`src/rtl/count_zero_iter_pkg.sv`:
```
// Shared types for the iterative leading/trailing zero counter.
package count_zero_pkg;

   typedef enum logic [1:0] {IDLE, SCAN, DONE} state_t;

   function automatic int cnt_w(input int data_w);
      return $clog2(data_w + 1);
   endfunction

endpackage

```
`src/rtl/count_zero_iter_if.sv`:
```
// Request/response handshake bundle for count_zero_iter.
interface count_zero_iter_if
   import count_zero_pkg::*;
#(
   parameter int DATA_W = 32,
   parameter int CNT_W  = cnt_w(DATA_W)
);
   logic              in_valid;
   logic              in_ready;
   logic [DATA_W-1:0] in_data;
   logic              in_mode;
   logic              out_valid;
   logic              out_ready;
   logic [CNT_W-1:0]  out_count;
   logic              out_zero;

   modport master (
      output in_valid, in_data, in_mode, out_ready,
      input  in_ready, out_valid, out_count, out_zero
   );

   modport slave (
      input  in_valid, in_data, in_mode, out_ready,
      output in_ready, out_valid, out_count, out_zero
   );
endinterface

```
`src/rtl/count_zero_iter_seg_lzc.sv`:
```
// Combinational leading-zero count of one SEG_W-bit segment.
module seg_lzc #(
   parameter int SEG_W = 4
) (
   input  logic [SEG_W-1:0]           seg,
   output logic [$clog2(SEG_W+1)-1:0] lz,
   output logic                       all_zero
);
   localparam int LZ_W = $clog2(SEG_W + 1);

   // Walk LSB to MSB so the most significant set bit has the final say.
   always_comb begin
      lz = LZ_W'(SEG_W);
      for (int i = 0; i < SEG_W; i++)
         if (seg[i]) lz = LZ_W'(SEG_W - 1 - i);
   end

   assign all_zero = ~|seg;
endmodule

```
`src/rtl/count_zero_iter.sv`:
```
// Iterative leading/trailing zero counter: scans SEG_W bits per cycle, MSB first.
module count_zero_iter
   import count_zero_pkg::*;
#(
   parameter int DATA_W = 32,
   parameter int SEG_W  = 4
) (
   input logic              clk,
   input logic              rst,
   count_zero_iter_if.slave bus
);
   localparam int CNT_W = cnt_w(DATA_W);
   localparam int NSEG  = DATA_W / SEG_W;
   localparam int IDX_W = (NSEG > 1) ? $clog2(NSEG) : 1;
   localparam int LZ_W  = $clog2(SEG_W + 1);

   state_t            state, state_nxt;
   logic [DATA_W-1:0] word, in_rev;
   logic [CNT_W-1:0]  count, out_count_q;
   logic [IDX_W-1:0]  idx;
   logic              out_zero_q;
   logic [LZ_W-1:0]   seg_lz;
   logic              seg_zero, last_seg, accept;

   always_comb begin
      in_rev = '0;
      for (int i = 0; i < DATA_W; i++) in_rev[i] = bus.in_data[DATA_W-1-i];
   end

   assign bus.in_ready  = (state == IDLE) && !rst;
   assign accept        = bus.in_valid && bus.in_ready;
   assign bus.out_valid = (state == DONE);
   assign bus.out_count = out_count_q;
   assign bus.out_zero  = out_zero_q;
   assign last_seg      = (idx == IDX_W'(NSEG - 1));

   // The captured word shifts left each scan cycle, so the segment under
   // examination is always the top SEG_W bits.
   seg_lzc #(.SEG_W(SEG_W)) u_seg_lzc (
      .seg      (word[DATA_W-1 -: SEG_W]),
      .lz       (seg_lz),
      .all_zero (seg_zero)
   );

   always_comb begin
      state_nxt = state;
      case (state)
         IDLE:    if (accept) state_nxt = SCAN;
         SCAN:    if (!seg_zero || last_seg) state_nxt = DONE;
         DONE:    if (bus.out_ready) state_nxt = IDLE;
         default: state_nxt = IDLE;
      endcase
   end

   always_ff @(posedge clk) begin
      if (rst) begin
         state       <= IDLE;
         word        <= '0;
         count       <= '0;
         idx         <= '0;
         out_count_q <= '0;
         out_zero_q  <= 1'b0;
      end else begin
         state <= state_nxt;
         case (state)
            IDLE: if (accept) begin
               word  <= bus.in_mode ? in_rev : bus.in_data;
               count <= '0;
               idx   <= '0;
            end
            SCAN: begin
               if (seg_zero && !last_seg) begin
                  count <= count + CNT_W'(SEG_W);
                  idx   <= idx + IDX_W'(1);
                  word  <= word << SEG_W;
               end else if (seg_zero) begin
                  out_count_q <= CNT_W'(DATA_W);
                  out_zero_q  <= 1'b1;
               end else begin
                  out_count_q <= count + CNT_W'(seg_lz);
                  out_zero_q  <= 1'b0;
               end
            end
            default: ;
         endcase
      end
   end
endmodule
```
`src/flat_wrapper.sv`:
```
// flat-port wrapper written by rule: the top's interface ports become plain ports
module count_zero_iter_flat import count_zero_pkg::*;
#(
   parameter int DATA_W = 32,
   parameter int SEG_W  = 4
)
  (clk, rst, bus_in_valid, bus_in_data, bus_in_mode, bus_out_ready, bus_in_ready, bus_out_valid, bus_out_count, bus_out_zero);
  count_zero_iter_if #(.DATA_W(DATA_W)) bus_i ();
  input logic clk;
  input logic rst;
  input wire logic [$bits(bus_i.in_valid)-1:0] bus_in_valid;
  input wire logic [$bits(bus_i.in_data)-1:0] bus_in_data;
  input wire logic [$bits(bus_i.in_mode)-1:0] bus_in_mode;
  input wire logic [$bits(bus_i.out_ready)-1:0] bus_out_ready;
  output wire logic [$bits(bus_i.in_ready)-1:0] bus_in_ready;
  output wire logic [$bits(bus_i.out_valid)-1:0] bus_out_valid;
  output wire logic [$bits(bus_i.out_count)-1:0] bus_out_count;
  output wire logic [$bits(bus_i.out_zero)-1:0] bus_out_zero;
  assign bus_i.in_valid = bus_in_valid;
  assign bus_i.in_data = bus_in_data;
  assign bus_i.in_mode = bus_in_mode;
  assign bus_i.out_ready = bus_out_ready;
  assign bus_in_ready = bus_i.in_ready;
  assign bus_out_valid = bus_i.out_valid;
  assign bus_out_count = bus_i.out_count;
  assign bus_out_zero = bus_i.out_zero;
  count_zero_iter #(.DATA_W(DATA_W), .SEG_W(SEG_W)) u_core (.clk(clk), .rst(rst), .bus(bus_i));
endmodule
```
`config.mk`:
```
export PLATFORM = sky130hd
export DESIGN_NAME = count_zero_iter_flat
export DESIGN_NICKNAME = d
export VERILOG_FILES = /design/src/rtl/count_zero_iter_pkg.sv /design/src/rtl/count_zero_iter_if.sv /design/src/rtl/count_zero_iter_seg_lzc.sv /design/src/rtl/count_zero_iter.sv /design/src/flat_wrapper.sv
export SDC_FILE = /design/constraint.sdc
export NUM_CORES = 1
export LEC_CHECK = 0
export BUFFER_PORTS_ARGS = -buffer_cell sky130_fd_sc_hd__buf_4
export CORE_MARGIN = 3
export CORE_UTILIZATION = 45
export DETAILED_ROUTE_END_ITERATION = 8
export GPL_ROUTABILITY_DRIVEN = 0
export HOLD_SLACK_MARGIN = 0.15
export PLACE_DENSITY_LB_ADDON = 0.12
export RECOVER_POWER = 100
export SLEW_MARGIN = 20
export SYNTH_ARGS = -nofsm -noshare
export SYNTH_HDL_FRONTEND = slang
export SYNTH_SLANG_ARGS = --single-unit
export TNS_END_PERCENT = 10
```
`constraint.sdc`:
```
create_clock -name clk -period 2.1 [get_ports clk]
set_clock_uncertainty 0.1 [all_clocks]
set_input_delay 0.21 -clock clk [delete_from_list [all_inputs] [get_ports clk]]
set_output_delay 0.21 -clock clk [all_outputs]
set_load 0.02 [all_outputs]
```
==> impl_metrics.toml, run 1 <==
[synthesis]
synth_mux_area_share_pct = 13.6
ys_types = 33
ys_seq_area_share_pct = 40.9
synth_top_family_by_area = "compound AO/OA/AOI/OAI gates"
synth-seq-cells = 48
yosysWarnings = 0
syn_nets = 283
synth_fa_ha_area_share_pct = 2.66
async_reset_ff_share_pct = 0
synth_edf_count = 0
syn_area_per_cell_um2 = 9.76
synth-compound-area-share_pct = 26.9
netlist_instances = 241
synth.largest_area_cell = "dfxtp_1"
syn_area_um2 = 2350
synth_area_leaders = "dfxtp_1 (41%), mux2i_1 (14%), o221a_2 (13%)"
synthFlopType = "dfxtp_1"
synthSimpleGateAreaFrac_pct = 10.1
synth_xor_area_share_pct = 1.12
synth_top_area_share_pct = 40.9

[global_route]
grt_overflow = 0
grt_usage_pct = 18.6
first_global_vias = 1869
grt_max_degree = 45
grt_pass1_wl_mm = 9.21
antenna_found_initial = 0

[power_and_ir_drop]
p_comb_share_pct = 26.0
p_sw_uw = 735
leakagePower_uw = 0.00122
power_frac_seq_pct = 46.7
power_uw = 2440
max-vdd-ir-drop_uv = 373
p_per_area_nw_per_um2 = 835
internal_power_uw = 1710
p_sw_share_pct = 30.1
clkPwrFrac_pct = 27.3

[die]
initial_core_util_pct = 48.2
ios = 46
core_um2 = 4880
rows = 25
dieWidth_um = 78.3
die-area_um2 = 6130
die_h_um = 78.3

[critical_path]
cp.required_ps = 2240
setup.worst_path.start_class = "flip-flop"
crit_fanout = 8
crit_path_end_kind = "flip-flop"
path_delay_family = "simple AND/OR/NAND/NOR gates"
path_cells = "or4_4, clkinv_4, nand3_2, or3b_1, a21oi_1"
cp.buffers_inverters = 1
path_class = "flip-flop to flip-flop"
crit_path_top_delay_cell = "or4_4"
critical-path-max-stage-delay_ps = 580
arrival_ps = 2110

[layout]
layout_common_cells = "dfxtp_1 (48), a21oi_1 (43), buf_4 (40), mux2i_1 (32), o221a_2 (27)"
synthToLayoutAreaGrowth_pct = 24.2
antenna_cells = 0
layout_commonest_cell = "dfxtp_1"
design_area_um2 = 2920
drive_gt1_share_pct = 28.2
finalNetCount = 332
fillers = 468

[drt]
wire_per_inst_um = 15.2
drc = 0
drtPass1Iterations = 4
antenna_left = 0
drtIter0Drc = 103
routed_wl_mm = 5.44
vias = 2026
viasPerCell = 5.66

[sta]
fin_crit_sh_pct = 94.1
finalMaxSlewViolations = 0
rsz0062_at_grt = "no"
finalHoldViolations = 0
fmax_mhz = 506
setup_violations = 0
max-slew-margin-rel_pct = 66.0
tightest_slew_ps = 511
holdWs_ps = 230
post-route-min-period_ps = 1980
finalSetupTns_ps = 0

[cts]
root_buffer = "clkbuf_8"
clk_path_buf_depth = 2
numCtsBuffers = 5
path_clk_slew_ps = 90
worstSkewPairLatency_ps = 300
post-cts-setup-buffers = 0
cts_sinks = 48
cts_tree = "yes"
htree_levels = 2

[placement]
place_area_um2 = 2760
port_buffers = 45
hpwl_mm = 3.66

[flow_run]
maxCapViolCount = 0

[min_path]
hp-class = "input pin to flip-flop"

[outcome]
status = "completed"
==> registers in the layout, indices dropped and copies added, names as in the netlist <==
| name | count |
|---|---|
| u_core.bus.out_count | 6 |
| u_core.bus.out_zero | 1 |
| u_core.count | 4 |
| u_core.idx | 3 |
| u_core.state | 2 |
| u_core.word | 32 |
==> cell usage after synthesis, types with 2 or more instances <==
cell type / number
clkbuf_1: 10
inv_1: 3
mux2i_1: 32
a31oi_1: 2
nor3_1: 7
a21oi_1: 43
o221a_2: 27
nand2b_1: 2
o2bb2ai_1: 4
nand2_1: 10
dfxtp_1: 48
nor2b_1: 3
a21o_1: 2
nand3_1: 8
buf_4: 3
nor2_1: 4
o21ai_0: 5
xor2_1: 3
or3_1: 3
ha_1: 5
buf_2: 5
==> per-layer routing <==
| layer | wire (um) | track usage, % |
|---|---|---|
| met2 | 2360 | 28.3 |
| met3 | 249 | 3.44 |
| met4 | 64 | 6.29 |
| met1 | 2760 | 26.5 |
| met5 | 0 | 0 |
==> worst min-delay path, delay by kind of cell <==
family	cells	cell delay, ps
AOI/OAI and AO/OA	1	50
and+or+nand+nor	2	240
buffers and inverters	1	90
==> cells by family (layout without fill, tap and decap cells) <==
| logic type | count (synthesis) | after routing |
|---|---|---|
| other | 1 | 1 |
| multiplexers | 32 | 32 |
| AO/OA/AOI/OAI | 86 | 86 |
| flip-flops | 48 | 48 |
| XOR/XNOR | 3 | 3 |
| buffers and inverters | 23 | 73 |
| adder cells (fa/ha/maj) | 5 | 5 |
| AND/OR/NAND/NOR | 43 | 43 |
==> final cells by class <==
| class | count | area [um2] | share of cell area [%] |
|---|---|---|---|
| inverter | 4 | 20.0 | 0.685 |
| multi-input combinational | 170 | 1290 | 44.3 |
| sequential | 48 | 961 | 32.9 |
| clock inverter | 3 | 42.5 | 1.46 |
| clock buffer | 5 | 68.8 | 2.36 |
| tap | 67 | 83.8 | 2.87 |
| timing repair buffer | 61 | 452 | 15.5 |
==> final timing paths <==
| kind | startpoint | to | slack, ps | depth (start not counted) |
|---|---|---|---|---|
| min reg2reg | u_core.bus.out_count[0] | u_core.bus.out_count[0] | 360 | 2 |
| max reg2reg | u_core.word[28] | u_core.count[4] | 120 | 5 |
| max | u_core.word[28] | u_core.count[4] | 120 | 5 |
| min | bus_in_valid | u_core.state[0] | 230 | 4 |
==> metrics by stage <==
stage          cells  util [%]  setup WS, ps
3_5_place_dp     341      56.5          89.4
6_report         358      59.9           124
5_1_grt          358      59.9          38.9
3_3_place_gp     341      56.5           157
2_1_floorplan    241         -           186
4_1_cts          358      60.6          78.0
==> power groups by stage <==
stage,sequential (uW),clock [uW],combinational (uW)
after detailed placement,1150,0,630
after global placement,1150,0,621
final,1140,666,635
after CTS,1140,686,648
after global routing,1150,712,707
after floorplan,1140,0,436
==> timing repair <==
item	4_1_cts	5_1_grt
resized for setup	0	2
hold buffers	9	0
hold endpoints to repair	5	0
endpoints found under the setup margin	0	1
No activity file was read; power rests on OpenSTA's default activity.
==> run 2, diff against run 1 <==
--- a/config.mk
+++ b/config.mk
@@ -6,8 +6,11 @@
 export NUM_CORES = 1
 export LEC_CHECK = 0
 export BUFFER_PORTS_ARGS = -buffer_cell sky130_fd_sc_hd__buf_4
+export CELL_PAD_IN_SITES_DETAIL_PLACEMENT = 1
+export CELL_PAD_IN_SITES_GLOBAL_PLACEMENT = 1
+export CORE_ASPECT_RATIO = 1.5
 export CORE_MARGIN = 3
-export CORE_UTILIZATION = 45
+export CORE_UTILIZATION = 42
 export DETAILED_ROUTE_END_ITERATION = 8
 export GPL_ROUTABILITY_DRIVEN = 0
 export HOLD_SLACK_MARGIN = 0.15
==> run 2 against run 1 <==
Against the previous run:
- cell count grew 1.7%
- core utilization shrank 3.6 points
- sequential share of layout area shrank 0.54 points
- critical path type unchanged
==> impl_metrics.toml, run 2 (synthesis gave the netlist of run 1 again) <==
[power_and_ir_drop]
internal_power_uw = 1740
clkPwrFrac_pct = 27.6
p_sw_share_pct = 31.2
max-vdd-ir-drop_uv = 388
p_sw_uw = 787
power_frac_seq_pct = 45.3
p_comb_share_pct = 27.1
p_per_area_nw_per_um2 = 849
leakagePower_uw = 0.00125

[layout]
instances_no_fill = 364
layout_common_cells = "dfxtp_1 (47), a21oi_1 (43), buf_4 (40), mux2i_1 (32), o221a_2 (27)"
seq_area_um2 = 962
finalNetCount = 337
multi_input_area_um2 = 1290
antenna_cells = 0
synthToLayoutAreaGrowth_pct = 26.4
regMostFlops = "u_core.word"
fillers = 629
largest_reg_flops = 32
drive_gt1_share_pct = 29.1
utilization_pct = 56.3
layout_commonest_cell = "dfxtp_1"

[drt]
drc = 0
routed_wl_mm = 6.37
wire_per_inst_um = 17.5
drtIter0Drc = 81
viasPerCell = 5.84
drtPass1Iterations = 4
antenna_left = 0
vias = 2125

[sta]
fin_crit_sh_pct = 95.9
finalHoldViolations = 0
post-route-min-period_ps = 2010
finalSetupTns_ps = 0
fmax_mhz = 497
max-slew-margin-rel_pct = 61.4
tightest_slew_ps = 576
setup_violations = 0
finalMaxSlewViolations = 0

[die]
rows = 32
ios = 46
initial_core_util_pct = 44.5
core_um2 = 5290
die_h_um = 97.7
dieWidth_um = 67.1
die-area_um2 = 6550

[min_path]
hp-class = "input pin to flip-flop"
hold_start = "bus_in_valid"
whs_endpoint = "u_core.state[0]"
hold_path_depth = 4

[critical_path]
r2r_end = "u_core.bus.out_count[4]"
path_class = "flip-flop to flip-flop"
rrSetupSlack_ps = 90
setup.worst_path.start_class = "flip-flop"
arrival_ps = 2140
reg2reg_from = "u_core.word[29]"
crit_fanout = 6
cp.required_ps = 2220
r2r_cells = 6
crit_path_end_kind = "flip-flop"

[placement]
hpwl_mm = 4.34
port_buffers = 45
dpl.cell_count = 344

[global_route]
antenna_found_initial = 0
grt_usage_pct = 20.9
grt_overflow = 0
first_global_vias = 2228
grt_pass1_wl_mm = 10.6
grt_max_degree = 33

[flow_run]
maxCapViolCount = 0

[cts]
clk_path_buf_depth = 2
numCtsBuffers = 5
cts_tree = "yes"
root_buffer = "clkbuf_8"
cts_sinks = 48
worstSkewPairLatency_ps = 320
path_clk_slew_ps = 100
htree_levels = 2

[outcome]
status = "completed"
==> run 2: changes by cell type in the layout (fill, tap and decap cells not counted), sizes merged <==
| cell | previous run | this run |
|---|---|---|
| buf | 41 | 42 |
| clkbuf | 16 | 19 |
| inv | 3 | 4 |
| dlygate4sd3 | 9 | 10 |
| clkinv | 2 | 1 |
==> run 2: worst max-delay path by stage <==
stage	start	cells past startpoint	to	slack, ps
2_1_floorplan	u_core.word[28]	6	u_core.bus.out_count[4]	190
3_3_place_gp	u_core.word[28]	6	u_core.bus.out_count[4]	150
3_5_place_dp	u_core.word[28]	6	u_core.bus.out_count[4]	60
4_1_cts	u_core.word[28]	6	u_core.bus.out_count[4]	40
5_1_grt	u_core.word[29]	6	u_core.bus.out_count[4]	-1
6_report	u_core.word[29]	6	u_core.bus.out_count[4]	90
==> run 2: stage by stage <==
step	power [uW]	setup WS (ps)	hold WS (ps)	instance area (um2)
floorplan	1580	186	292	2350
global placement	1800	146	344	2790
detailed placement	1810	65.0	352	2790
CTS	2520	39.4	197	3000
global route	2660	-1.19	273	2970
finish	2520	85.9	207	2970
==> run 2: repair_timing <==
item,in CTS,in global routing
hold buffers,10,0
endpoints found under the setup margin,0,2
gates resized for setup,0,2
setup buffers,0,2
hold endpoints to repair,11,0
==> run 2: routing by layer <==
layer  part of all wire, %  track usage [%]  wire length, um
met4                   2.6             9.06              168
met2                    54             36.3             3420
met3                   3.1             3.24              200
met1                    40             24.5             2570
met5                     0                0                0
==> run 2: power groups by stage <==
stage | logic, uW | registers (uW) | clock network [uW]
2_1_floorplan | 436 | 1140 | 0
3_3_place_gp | 640 | 1160 | 0
3_5_place_dp | 653 | 1160 | 0
4_1_cts | 674 | 1140 | 707
5_1_grt | 751 | 1160 | 750
6_report | 684 | 1140 | 698
==> run 2: worst max-delay path, cell delays in order, from the launching register on <==
cell and delay (ps):
dfxtp_1 340, or4_4 580, clkinv_4 100, ha_2 200, a21oi_1 60, or3_1 300
a311oi_1 250
==> run 2: layout make-up <==
class	instances	share of cell area, %
Clock buffer	5	2.31
Clock inverter	3	1.56
Inverter	4	0.673
Multi-Input combinational cell	170	43.4
Sequential cell	48	32.4
Tap cell	68	2.86
Timing Repair Buffer	66	16.8
==> run 3, diff against run 2 <==
--- a/config.mk
+++ b/config.mk
@@ -13,6 +13,7 @@
 export CORE_UTILIZATION = 42
 export DETAILED_ROUTE_END_ITERATION = 8
 export GPL_ROUTABILITY_DRIVEN = 0
+export GPL_TIMING_DRIVEN = 0
 export HOLD_SLACK_MARGIN = 0.15
 export PLACE_DENSITY_LB_ADDON = 0.12
 export RECOVER_POWER = 100
==> run 3 against run 2 <==
Against the previous run:
- register-to-register slack gained 20 ps
- sequential cell count is the same
- total power up 0.53%
- cell count rose by 1.6%
- die area stayed put
- via count is 1.2% higher
==> impl_metrics.toml, run 3 (synthesis gave the netlist of run 1 again) <==
[outcome]
status = "completed"

[cts]
clk_path_buf_depth = 2
htree_levels = 2
cts_tree = "yes"
path_clk_slew_ps = 90
cts_sinks = 48
worstSkewPairLatency_ps = 300
numCtsBuffers = 5
root_buffer = "clkbuf_8"

[critical_path]
cp.required_ps = 2190
r2r_cells = 5
crit_path_end_kind = "flip-flop"
crit_fanout = 10
setup.worst_path.start_class = "flip-flop"
path_class = "flip-flop to flip-flop"
reg2reg_from = "u_core.word[31]"
arrival_ps = 2080
cp-startpoint = "u_core.word[31]"
rrSetupSlack_ps = 110

[layout]
drive_gt1_share_pct = 29.8
antenna_cells = 0
fillers = 636
synthToLayoutAreaGrowth_pct = 26.2
largest_reg_flops = 32
layout_common_cells = "dfxtp_1 (48), a21oi_1 (43), buf_4 (37), mux2i_1 (32), o221a_2 (27)"
finalNetCount = 343
regMostFlops = "u_core.word"
layout_commonest_cell = "dfxtp_1"

[die]
ios = 46
rows = 32
die-area_um2 = 6550
initial_core_util_pct = 44.5
core_um2 = 5290
dieWidth_um = 67.1
die_h_um = 97.7

[global_route]
grt_overflow = 0
grt_usage_pct = 22.1
gr-usage-met2_pct = 39.7
first_global_vias = 2188
grt_pass1_wl_mm = 11.1
busiest_layer = "met2"
use_met3_pct = 3.36
grt_max_degree = 16
grtUsageMet1_pct = 25.8
antenna_found_initial = 0

[sta]
holdWs_ps = 164
setup_ws_ps = 105
fin_crit_sh_pct = 95.0
max-slew-margin-rel_pct = 62.2
setup_violations = 0
rsz0062_at_grt = "no"
fmax_mhz = 501
finalSetupTns_ps = 0
tightest_slew_ps = 568
finalMaxSlewViolations = 0
post-route-min-period_ps = 1990
finalHoldViolations = 0

[drt]
drtIter0Drc = 102
antenna_left = 0
drc = 0
viasPerCell = 5.81
vias = 2151
routed_wl_mm = 6.80
drtPass1Iterations = 4
wire_per_inst_um = 18.4

[power_and_ir_drop]
p_per_area_nw_per_um2 = 855
max-vdd-ir-drop_uv = 447
leakagePower_uw = 0.00125
power_uw = 2540

[placement]
place_ws_ps = -83.6
port_buffers = 44
hpwl_mm = 5.13

[min_path]
hp-class = "input pin to flip-flop"
hold_start = "bus_in_data[29]"
hold_path_depth = 3

[flow_run]
maxCapViolCount = 0
## run 3: changes by cell type in the layout (fill, tap and decap cells not counted), sizes merged
cell,before,now
clkbuf,19,28
dlygate4sd3,10,8
clkinv,1,2
clkinvlp,1,0
inv,4,3
## run 3: final cells by class
type	instances	area, um2	share of cell area, %
Clock buffer	6	82.6	2.78
Timing Repair Buffer	53	384	12.9
Inverter	4	20.0	0.675
Tap cell	68	85.1	2.87
Sequential cell	48	961	32.4
Multi-Input combinational cell	170	1310	44.0
Buffer	19	90.1	3.04
Clock inverter	2	38.8	1.31
## run 3: per-layer routing
| metal | up-vias | wire length, um |
|---|---|---|
| li1 | 1039 | - |
| met1 | 1043 | 2690 |
| met2 | 58 | 3710 |
| met3 | 11 | 257 |
| met4 | 0 | 141 |
| met5 | - | 0 |
## run 3: worst paths after layout
kind,endpoint
worst max-delay path,u_core.word[24]
worst min-delay path,u_core.word[2]
worst max register to register,u_core.word[24]
worst min register to register,u_core.bus.out_count[3]
## run 3: stage by stage
step / utilization, % / instances / area (um2)
after global placement: 52.4 / 353 / 2770
after global routing: 56.2 / 370 / 2970
final: 56.2 / 370 / 2970
after floorplan: - / 241 / 2350
after CTS: 56.3 / 369 / 2970
after detailed placement: 52.4 / 353 / 2770
## run 3: report_power, final
group	switching, uW	internal, uW	total [uW]
Combinational	365	320	685
Sequential	103	1040	1150
Clock	316	390	705
## run 3: critical path: stages (launching register included)
cell and delay [ps]:
dfxtp_1 340, or4_4 590, clkinv_4 110, nand3_4 120
clkbuf_1 270, o221a_2 340
## run 3: what timing repair did
item,CTS,global route
setup endpoints to repair,11,25
resized for setup,2,9
buffers inserted,0,1
pin swaps,0,2
hold buffers,8,0
endpoints found under the hold margin,5,0
